$ cat src/rtl/reaction_timer_pkg.sv
// Shared types and constants for the reaction-time measurement block.
// Includes the BCD increment used by the counter and by the best-time capture.
package reaction_timer_pkg;

    typedef enum logic [1:0] {IDLE, WAIT, MEASURE, DONE} state_t;

    localparam logic [15:0] BCD_MAX  = 16'h9999;
    localparam logic [15:0] BCD_ZERO = 16'h0000;

    // Ripple a decimal carry from the units digit upward; 9999 wraps to 0000.
    function automatic logic [15:0] bcd_inc(input logic [15:0] v);
        logic [15:0] r;
        logic        carry;
        r     = v;
        carry = 1'b1;
        for (int i = 0; i < 4; i++) begin
            if (carry) begin
                if (v[i*4 +: 4] == 4'd9) begin
                    r[i*4 +: 4] = 4'd0;
                end else begin
                    r[i*4 +: 4] = v[i*4 +: 4] + 4'd1;
                    carry       = 1'b0;
                end
            end
        end
        return r;
    endfunction

endpackage

$ cat src/rtl/reaction_timer_bcd_counter4.sv
// Four-digit BCD up-counter that saturates at MAX; clear has priority over enable.
// One-cycle update latency; value holds whenever enable is low or at_max is set.
module bcd_counter4
    import reaction_timer_pkg::*;
#(
    parameter logic [15:0] MAX = BCD_MAX
) (
    input  logic        clock,
    input  logic        reset,
    input  logic        clear,
    input  logic        enable,
    output logic [15:0] value,
    output logic        at_max
);

    assign at_max = (value == MAX);

    always_ff @(posedge clock or posedge reset) begin
        if (reset) begin
            value <= BCD_ZERO;
        end else if (clear) begin
            value <= BCD_ZERO;
        end else if (enable && !at_max) begin
            value <= bcd_inc(value);
        end
    end

endmodule

$ cat src/rtl/reaction_timer.sv
// Reaction-time measurement: lights the stimulus after go and counts ms until a button press.
// Results are registered; the reported time includes the two-cycle synchronizer delay.
module reaction_timer
    import reaction_timer_pkg::*;
#(
    parameter logic [15:0] MAX_BCD = BCD_MAX
) (
    input  logic        clock,
    input  logic        reset,
    input  logic        arm,
    input  logic        go,
    input  logic        button,
    output logic        stimulus,
    output logic        busy,
    output logic [15:0] elapsed,
    output logic        result_valid,
    output logic        early,
    output logic        timeout,
    output logic [15:0] best
);

    logic        sync1;
    logic        sync2;
    logic        prev;
    logic        press;
    state_t      state;
    logic        cnt_clear;
    logic        cnt_enable;
    logic        at_max;
    logic [15:0] final_val;

    always_ff @(posedge clock or posedge reset) begin
        if (reset) begin
            sync1 <= 1'b0;
            sync2 <= 1'b0;
            prev  <= 1'b0;
        end else begin
            sync1 <= button;
            sync2 <= sync1;
            prev  <= sync2;
        end
    end

    assign press = sync2 & ~prev;

    assign cnt_clear  = arm | ((state == WAIT) & go & ~press);
    assign cnt_enable = (state == MEASURE) & ~arm;

    // The press cycle itself still counts, so the captured time is the counter's next value.
    assign final_val = at_max ? elapsed : bcd_inc(elapsed);

    bcd_counter4 #(
        .MAX (MAX_BCD)
    ) u_counter (
        .clock  (clock),
        .reset  (reset),
        .clear  (cnt_clear),
        .enable (cnt_enable),
        .value  (elapsed),
        .at_max (at_max)
    );

    always_ff @(posedge clock or posedge reset) begin
        if (reset) begin
            state        <= IDLE;
            stimulus     <= 1'b0;
            busy         <= 1'b0;
            result_valid <= 1'b0;
            early        <= 1'b0;
            timeout      <= 1'b0;
            best         <= BCD_MAX;
        end else if (arm) begin
            state        <= WAIT;
            stimulus     <= 1'b0;
            busy         <= 1'b1;
            result_valid <= 1'b0;
            early        <= 1'b0;
            timeout      <= 1'b0;
        end else begin
            case (state)
                WAIT: begin
                    if (press) begin
                        state        <= DONE;
                        busy         <= 1'b0;
                        result_valid <= 1'b1;
                        early        <= 1'b1;
                    end else if (go) begin
                        state    <= MEASURE;
                        stimulus <= 1'b1;
                    end
                end
                MEASURE: begin
                    if (press) begin
                        state        <= DONE;
                        stimulus     <= 1'b0;
                        busy         <= 1'b0;
                        result_valid <= 1'b1;
                        if (final_val < best) begin
                            best <= final_val;
                        end
                    end else if (at_max) begin
                        state        <= DONE;
                        stimulus     <= 1'b0;
                        busy         <= 1'b0;
                        result_valid <= 1'b1;
                        timeout      <= 1'b1;
                    end
                end
                default: begin
                end
            endcase
        end
    end

endmodule

$ cat config.mk
export PLATFORM = sky130hd
export DESIGN_NAME = reaction_timer
export DESIGN_NICKNAME = d
export VERILOG_FILES = /design/src/rtl/reaction_timer_pkg.sv /design/src/rtl/reaction_timer_bcd_counter4.sv /design/src/rtl/reaction_timer.sv
export SDC_FILE = /design/constraint.sdc
export NUM_CORES = 1
export LEC_CHECK = 0
export ABC_AREA = 1
export BUFFER_PORTS_ARGS = -buffer_cell sky130_fd_sc_hd__clkbuf_2
export CAP_MARGIN = 30
export CELL_PAD_IN_SITES_DETAIL_PLACEMENT = 2
export CELL_PAD_IN_SITES_GLOBAL_PLACEMENT = 2
export CORE_AREA = 2 2 92 94
export DETAILED_ROUTE_END_ITERATION = 16
export DIE_AREA = 0 0 94 96
export PLACE_DENSITY_LB_ADDON = 0.1
export SYNTH_ARGS = -nofsm -noshare
export SYNTH_HDL_FRONTEND = slang
export SYNTH_SLANG_ARGS = --single-unit
$ cat constraint.sdc
create_clock -name clock -period 3.6 [get_ports clock]
set_input_delay 0.18 -clock clock [delete_from_list [all_inputs] [get_ports clock]]
set_output_delay 0.18 -clock clock [all_outputs]
set_load 0.02 [all_outputs]
==> results of run 1 <==
## registers in the layout, summed over array words and instances (netlist names)
register / cells
result_valid: 1
sync2: 1
early: 1
sync1: 1
best: 16
timeout: 1
prev: 1
stimulus: 1
u_counter.value: 16
state: 2
busy: 1
## stage by stage
stage	utilization, %	setup slack [ns]	TNS [ns]	area (um2)	hold slack [ns]
2_1_floorplan	-	0.548	0	2600	0.211
3_3_place_gp	36.5	0.245	0	2940	0.290
3_5_place_dp	36.5	0.128	0	2940	0.291
4_1_cts	38.0	0.0956	0	3060	0.0220
5_1_grt	38.2	-0.0000169	-0.0000169	3070	0.0424
6_report	38.2	0.342	0	3070	-0.00191
## worst paths after layout
path	endpoint	slack (ns)
max	best[13]	0.34
min	sync2	-0.002
max reg2reg	best[13]	0.34
min reg2reg	sync2	0.36
max in group asynchronous	u_counter.value[8]	3.21
min in group clock	state[1]	0.14
## cells in the final DEF (no fill, tap or decap), drive strengths merged
cell type and instances:
nand2 72, o22ai 12, nand3 32, clkinv 1, a211oi 1, bufinv 1, ha 23, a31o 1
nor2 27, o211ai 1, nor4 1, nand3b 1, buf 4, nor3 1, o31ai 1, dlygate4sd3 1
clkinvlp 1, a21oi 13, o21ai 22, nand4 3, a32o 1, dfrtp 34, dfstp 8, inv 56
clkbuf 47, xor2 5, or2 4
## synthesized netlist by cell type (4+ instances only)
master	n	area, um2
nor2_1	23	86.3
o21ai_0	19	95.1
inv_1	50	188
a21oi_1	11	55.1
dfstp_2	8	210
xor2_1	5	43.8
inv_2	7	26.3
o22ai_1	12	75.1
or2_2	4	25.0
nand3_1	29	145
dfrtp_1	34	851
ha_1	23	288
nand2_1	69	259
## power groups by stage
stage	Sequential, mW	Clock, mW	Combinational (mW)
final	0.524	0.385	0.290
after global routing	0.528	0.415	0.329
after CTS	0.524	0.399	0.292
after detailed placement	0.533	0	0.289
after global placement	0.532	0	0.276
after floorplan	0.557	0	0.166
## cell type report
class | instances | area (um2) | share of cell area (%)
Multi-Input combinational cell | 221 | 1310 | 42.7
Sequential cell | 42 | 1060 | 34.5
Timing Repair Buffer | 46 | 245 | 7.98
Inverter | 57 | 214 | 6.96
Tap cell | 105 | 131 | 4.27
Clock buffer | 6 | 72.6 | 2.36
Clock inverter | 2 | 37.5 | 1.22
## kinds of logic after synthesis
| logic type | count (synthesis) | share of synthesized area (%) |
|---|---|---|
| simple gates | 141 | 25.4 |
| xor+xnor | 5 | 1.68 |
| buf+inv | 61 | 9.42 |
| compound gates | 52 | 11.6 |
| fa+ha+maj | 23 | 11.1 |
| flops | 42 | 40.8 |
## repair_timing
action                                  4_1_cts  5_1_grt
hold buffers                                  1        0
gates resized for setup                       0        3
endpoints found under the setup margin        0       16
hold endpoints to repair                      1        0
## critical path, cell delays in order (launching register included)
cell and delay [ns]:
dfrtp_1 0.42, inv_1 0.13, ha_1 0.19, nand3_2 0.18
nor2_4 0.19, inv_2 0.08, nor2_1 0.17, inv_2 0.05
nor2_2 0.15, inv_2 0.09, nand2_1 0.06, o21ai_1 0.09
ha_1 0.35, nand4_1 0.14, nor2_1 0.35, nand2_8 0.16
nand2_4 0.22, nand2_1 0.09, nand2_1 0.07
## layer usage
metal  vias up  wire [um]  global-route usage (%)
met2        36       3800                    32.7
met1      1179       3610                    24.0
met3         8        222                    2.43
met5         -          0                       0
met4         0         80                    4.71
li1       1156          -                       -
==> reports/metrics.yaml, run 1 <==
outcome:
  outcome: "complete, but fails checks"
  violations: "negative hold slack"
layout:
  drive_above_1_share_pct: 23.3
  final_cells: 479
  diodes: 0
  syn2layout_area_growth_pct: 18.1
  final_nets: 401
  fill_cells: 1003
synthesis:
  synth.avg_cell_area_um2: 8.03
  ys.flop_type: "dfrtp_1"
  synth-seq-cells: 42
  syn_area_um2: 2600
  synth_cell_types: 33
  ys_async_sr_fraction_pct: 100
  yosysWarnings: 0
  seq_area_frac_synth_pct: 40.8
  synth-edff-count: 0
  syn-num-nets: 352
  synth_cells: 324
clock_tree:
  clock_sinks: 42
  htreeDepth: 2
  cts.clk_slew.worst_paths_ns: 0.09
  root_buffer: "clkbuf_8"
  cts_setup_buffers: 0
  numCtsBuffers: 5
  worst_skew_pair.late_latency_ns: 0.30
  cts.path.max_buffers: 2
  cts_tree: "built"
pwr:
  power_switching_uw: 404
  p_int_uw: 795
  irDropWorstVdd_v: 0.000182
  pwr_density_cell_nw_per_um2: 390
  swShare_pct: 33.7
  p_leak_nw: 1.55
  p_seq_share_pct: 43.7
  p_total_mw: 1.20
  p_clk_share_pct: 32.1
  p_comb_share_pct: 24.2
drt:
  num_vias: 2379
  vias_per_cell: 4.97
  drcViolationCount: 0
  drt-initial-drc-count: 61
  wl_um: 7710
  ant_nets: 0
  routedWlPerCell_um: 16.1
  drt-pass1-iter-count: 4
grt:
  antenna_found_initial: 0
  grt_pass1_wl_um: 12900
  grt_max_degree: 43
  grt_usage_pct: 18.5
  grt_pass1_vias: 2555
  grt_overflow: 0
timing:
  clock.fmax_mhz: 307
  finalCritPeriodShare_pct: 90.5
  final-setup-viol-count: 0
  hold_viol: 4
  period_needed_ns: 3.26
  slew_headroom_pct: 61.5
  worstMarginPinSlew_ns: 0.578
  finalClockSkew_ns: 0.0114
  fin_hold_ws_ns: -0.00191
  drv_slew: 0
run:
  max_cap_viol_count: 0
place:
  gp_congestion: 0.830
  hpwlAfterDp_um: 5990
  placed_cells: 470
  portBuffers: 41
setup_path:
  worst_setup_path_end_kind: "flop"
  critical_path_class: "flop to flop"
  cp.arrival_ns: 3.49
  ff2ff_path_depth: 18
  r2r_start: "u_counter.value[1]"
  crit_required_ns: 3.84
  startpoint: "u_counter.value[1]"
  cp_max_fo: 17
  critPathLaunchType: "flop"
die:
  fp-row-count: 33
  core_area_um2: 8050
  die_h_um: 96
  pin_count: 42
  die_x_um: 94
  start_util_pct: 32.3
  die-area_um2: 9020
min_path:
  min_path_type: "input port to asynchronous set/reset pin"
(Power assumes the default switching activity.)
==> run 2: changes to the inputs <==
--- a/config.mk
+++ b/config.mk
@@ -13,6 +13,7 @@
 export CORE_AREA = 2 2 92 94
 export DETAILED_ROUTE_END_ITERATION = 16
 export DIE_AREA = 0 0 94 96
+export MAX_ROUTING_LAYER = met4
 export PLACE_DENSITY_LB_ADDON = 0.1
 export SYNTH_ARGS = -nofsm -noshare
 export SYNTH_HDL_FRONTEND = slang
==> reports/metrics.yaml, run 2 (synthesized netlist as in run 1, its figures left out) <==
layout:
  reg_top3: "best x16, u_counter.value x16, state x2"
  fill_cells: 1003
  diodes: 0
  syn2layout_area_growth_pct: 18.1
  final_common_cell: "nand2_1"
  final_nets: 401
  final_cell_mix: "nand2_1 (69), inv_1 (49), clkbuf_2 (41)"
  drive_above_1_share_pct: 23.3
drt:
  wl_um: 7720
  ant_nets: 0
  drcViolationCount: 0
  drt-initial-drc-count: 71
  vias_per_cell: 4.96
  drt-pass1-iter-count: 4
  num_vias: 2376
  routedWlPerCell_um: 16.1
run:
  max_cap_viol_count: 0
pwr:
  p_int_uw: 795
  p_comb_share_pct: 24.2
  swShare_pct: 33.7
  p_total_mw: 1.20
  p_clk_share_pct: 32.1
  power_switching_uw: 404
  pwr_density_cell_nw_per_um2: 390
  p_leak_nw: 1.55
  irDropWorstVdd_v: 0.000182
  p_seq_share_pct: 43.7
timing:
  slew_headroom_pct: 61.2
  setup_slack_ns: 0.344
  worstMarginPinSlew_ns: 0.582
  drv_slew: 0
  clock.fmax_mhz: 307
  final-setup-viol-count: 0
  hold_viol: 4
  finalCritPeriodShare_pct: 90.4
  fin_hold_ws_ns: -0.00247
  period_needed_ns: 3.26
  finalClockSkew_ns: 0.0116
die:
  die_x_um: 94
  die_h_um: 96
  pin_count: 42
  fp-row-count: 33
  start_util_pct: 32.3
  core_area_um2: 8050
  die-area_um2: 9020
grt:
  grt_overflow: 0
  grt_max_degree: 43
  grt_pass1_vias: 2559
  grt_usage_pct: 19.0
  antenna_found_initial: 0
  grt_pass1_wl_um: 12900
min_path:
  min_path_type: "input port to asynchronous set/reset pin"
setup_path:
  ff2ff_path_depth: 18
  cp.arrival_ns: 3.49
  path_cells: "inv_1 > ha_1 > nand3_2 > nor2_4 > inv_2 > nor2_1 > inv_2 > nor2_2 > inv_2 > nand2_1 > o21ai_1 > ha_1 > nand4_1 > nor2_1 > nand2_8 > nand2_4 > nand2_1 > nand2_1"
  cpLargestDelayFamily: "simple AND/OR/NAND/NOR gates"
  cp_num_buf_inv: 4
  r2r_end: "best[13]"
  r2r_start: "u_counter.value[1]"
  cpMaxStageDelayCell: "dfrtp_1"
  critical_path_class: "flop to flop"
  ff2ff_setup_slack_ns: 0.34
  crit_required_ns: 3.84
  worst_setup_path_end_kind: "flop"
  critPathLaunchType: "flop"
  cp_max_fo: 17
  crit_path_max_incr_delay_ns: 0.42
place:
  place_ws_ns: 0.128
  portBuffers: 41
  gp_congestion: 0.843
  hpwlAfterDp_um: 5990
clock_tree:
  worst_skew_pair.late_latency_ns: 0.30
  root_buffer: "clkbuf_8"
  cts.clk_slew.worst_paths_ns: 0.09
  numCtsBuffers: 5
  clock_sinks: 42
  cts.path.max_buffers: 2
  htreeDepth: 2
  cts_tree: "built"
outcome:
  outcome: "complete, but fails checks"
  violations: "negative hold slack"
## run 2: cell counts in the layout (fill, tap and decap cells not counted)
Identical to the previous run, type by type.
## run 2: timing repair
item                       4_1_cts  5_1_grt
hold buffers                     1        0
setup endpoints to repair        0       16
buffers inserted                 0        0
gates resized for setup          0        3
hold endpoints to repair         1        0
## run 2: routing by layer
layer / part of all wire [%] / wire length [um] / track usage [%] / vias up
met3: 2.4 / 189 / 2.27 / 8
li1: - / - / - / 1156
met4: 1.0 / 80 / 4.71 / 0
met5: 0 / 0 / - / -
met1: 47 / 3640 / 24.0 / 1180
met2: 49 / 3810 / 32.7 / 32
## run 2: worst max-delay path by stage
| stage | start | endpoint | slack, ns | cells after the start |
|---|---|---|---|---|
| 2_1_floorplan | u_counter.value[1] | best[14] | 0.55 | 19 |
| 3_3_place_gp | u_counter.value[1] | best[5] | 0.24 | 19 |
| 3_5_place_dp | u_counter.value[1] | best[13] | 0.13 | 19 |
| 4_1_cts | u_counter.value[1] | best[13] | 0.1 | 19 |
| 5_1_grt | u_counter.value[1] | best[13] | -0.00002 | 19 |
| 6_report | u_counter.value[1] | best[13] | 0.34 | 18 |
## run 2: tightest hold or removal path: stages
cell      delay [ns]
clkbuf_2        0.08
clkinv_1        0.03
buf_4           0.48
## run 2: layout make-up
cell class,count,area [um2],area share (%)
Multi-Input combinational cell,221,1310,42.7
Timing Repair Buffer,46,245,7.98
Clock buffer,6,72.6,2.36
Tap cell,105,131,4.27
Inverter,57,214,6.96
Clock inverter,2,37.5,1.22
Sequential cell,42,1060,34.5
## run 2: power groups by stage
| stage | Combinational [mW] | Sequential [mW] | Clock [mW] |
|---|---|---|---|
| 2_1_floorplan | 0.166 | 0.557 | 0 |
| 3_3_place_gp | 0.276 | 0.532 | 0 |
| 3_5_place_dp | 0.289 | 0.533 | 0 |
| 4_1_cts | 0.292 | 0.524 | 0.399 |
| 5_1_grt | 0.329 | 0.528 | 0.414 |
| 6_report | 0.290 | 0.523 | 0.385 |
## run 2: through the flow
step	instance area, um2	setup TNS, ns	cells	util [%]	hold WS [ns]
2_1_floorplan	2600	0	324	-	0.211
3_3_place_gp	2940	0	470	36.5	0.290
3_5_place_dp	2940	0	470	36.5	0.291
4_1_cts	3060	0	479	38.0	0.0220
5_1_grt	3070	-0.0000173	479	38.2	0.0429
6_report	3070	0	479	38.2	-0.00247
==> run 3: changes to the inputs <==
--- a/config.mk
+++ b/config.mk
@@ -15,6 +15,7 @@
 export DIE_AREA = 0 0 94 96
 export MAX_ROUTING_LAYER = met4
 export PLACE_DENSITY_LB_ADDON = 0.1
+export RECOVER_POWER = 100
 export SYNTH_ARGS = -nofsm -noshare
 export SYNTH_HDL_FRONTEND = slang
 export SYNTH_SLANG_ARGS = --single-unit
==> reports/metrics.yaml, run 3 (synthesized netlist as in run 1, its figures left out) <==
setup_path:
  cpMaxStageDelayCell: "dfrtp_1"
  ff2ff_setup_slack_ns: 0.34
  cp.arrival_ns: 3.50
  worst_setup_path_end_kind: "flop"
  path_cells: "inv_1 > ha_1 > nand3_2 > nor2_4 > inv_2 > nor2_1 > inv_2 > nor2_2 > inv_2 > nand2_1 > o21ai_1 > ha_1 > nand4_1 > nor2_1 > nand2_8 > nand2_4 > nand2_1 > nand2_1"
  crit_path_max_incr_delay_ns: 0.42
  crit_required_ns: 3.84
  critPathLaunchType: "flop"
  r2r_end: "best[13]"
  cp_max_fo: 17
  ff2ff_path_depth: 18
  critical_path_class: "flop to flop"
  r2r_start: "u_counter.value[1]"
timing:
  worstMarginPinSlew_ns: 2.45
  finalClockSkew_ns: 0.0125
  slew_headroom_pct: -63.4
  drv_slew: 43
  fin_hold_ws_ns: 0.135
  hold_viol: 0
  finalCritPeriodShare_pct: 90.6
  period_needed_ns: 3.26
  clock.fmax_mhz: 307
  final-setup-viol-count: 0
layout:
  fill_cells: 1009
  multi_input_area_um2: 1310
  diodes: 0
  finish.utilization_pct: 37.5
  drive_above_1_share_pct: 12.8
  syn2layout_area_growth_pct: 16.1
  final_cell_mix: "nand2_1 (69), inv_1 (49), clkbuf_1 (39)"
  final_nets: 401
  final_common_cell: "nand2_1"
  final_cell_area_um2: 3020
  final_cells: 479
  seqCellArea_um2: 1060
  reg_top3: "best x16, u_counter.value x16, state x2"
min_path:
  min_from: "arm"
  hold_end: "state[1]"
  min_path_type: "input port to flop"
  min_path_cells: 2
place:
  gp_congestion: 0.843
  placed_cells: 470
  hpwlAfterDp_um: 5990
  dpl_cell_area_um2: 2940
  portBuffers: 41
die:
  pin_count: 42
  start_util_pct: 32.3
  fp-row-count: 33
  die_x_um: 94
  core_area_um2: 8050
  die-area_um2: 9020
  die_h_um: 96
grt:
  grt_max_degree: 43
  antenna_found_initial: 0
  grt_usage_pct: 19.0
  grt_pass1_wl_um: 12900
  grt_pass1_vias: 2559
  grt_overflow: 0
clock_tree:
  numCtsBuffers: 5
  cts_setup_buffers: 0
  clock_sinks: 42
  cts_tree: "built"
  worst_skew_pair.late_latency_ns: 0.30
  root_buffer: "clkbuf_8"
  cts.path.max_buffers: 2
  htreeDepth: 2
  cts.clk_slew.worst_paths_ns: 0.09
drt:
  drcViolationCount: 0
  vias_per_cell: 4.95
  num_vias: 2372
  drt-initial-drc-count: 75
  ant_nets: 0
  routedWlPerCell_um: 16.1
  wl_um: 7700
  drt-pass1-iter-count: 4
pwr:
  pwr_density_cell_nw_per_um2: 395
  irDropWorstVdd_v: 0.000184
  p_leak_nw: 1.42
run:
  max_cap_viol_count: 1
outcome:
  violations: "max-capacitance violations, max-slew violations"
  outcome: "complete, but fails checks"
run 3: changes by cell type in the layout (fill, tap and decap cells not counted), sizes merged:
cell / previous run / this run
clkbuf: 47 / 48
buf: 4 / 3
run 3: what timing repair did:
action	4_1_cts	5_1_grt
resized for setup	0	3
endpoints found under the hold margin	1	0
hold buffers	1	0
endpoints found under the setup margin	0	16
run 3: stage by stage:
stage | total power [mW] | worst slack, ns | setup TNS (ns)
after floorplan | 0.723 | 0.548 | 0
after global placement | 0.808 | 0.245 | 0
after detailed placement | 0.822 | 0.128 | 0
after CTS | 1.22 | 0.0956 | 0
after global routing | 1.26 | -0.000253 | -0.000253
final | 1.19 | 0.340 | 0
run 3: critical path: cells and delay by family, from the launching register on:
family          cells  cell delay, ns
compound gates      1            0.09
fa+ha+maj           2            0.54
buf+inv             4            0.35
flops               1            0.42
simple gates       11            1.78
run 3: layout make-up:
class / instances / area share (%)
clock buffers: 6 / 2.40
clock inverters: 2 / 1.24
inverters: 57 / 7.08
multi-input cells: 221 / 43.3
flip-flops and latches: 42 / 35.1
well taps: 105 / 4.35
repair buffers: 46 / 6.46
run 3: how the worst max path moves through the flow:
stage	end	cells after the start	start	slack, ns
floorplan	best[14]	19	u_counter.value[1]	0.55
global placement	best[5]	19	u_counter.value[1]	0.24
detailed placement	best[13]	19	u_counter.value[1]	0.13
CTS	best[13]	19	u_counter.value[1]	0.1
global route	best[13]	19	u_counter.value[1]	-0.0003
finish	best[13]	18	u_counter.value[1]	0.34
run 3: where the power goes:
| part | internal (mW) | total [mW] | switching, mW |
|---|---|---|---|
| clock | 0.207 | 0.386 | 0.179 |
| combinational | 0.0790 | 0.283 | 0.204 |
| sequential | 0.503 | 0.523 | 0.0203 |
run 3: layer usage:
metal  track usage [%]  wire length (um)
met1              24.0              3590
met2              32.7              3790
met3              2.27               235
met4              4.71                85
met5                 -                 0
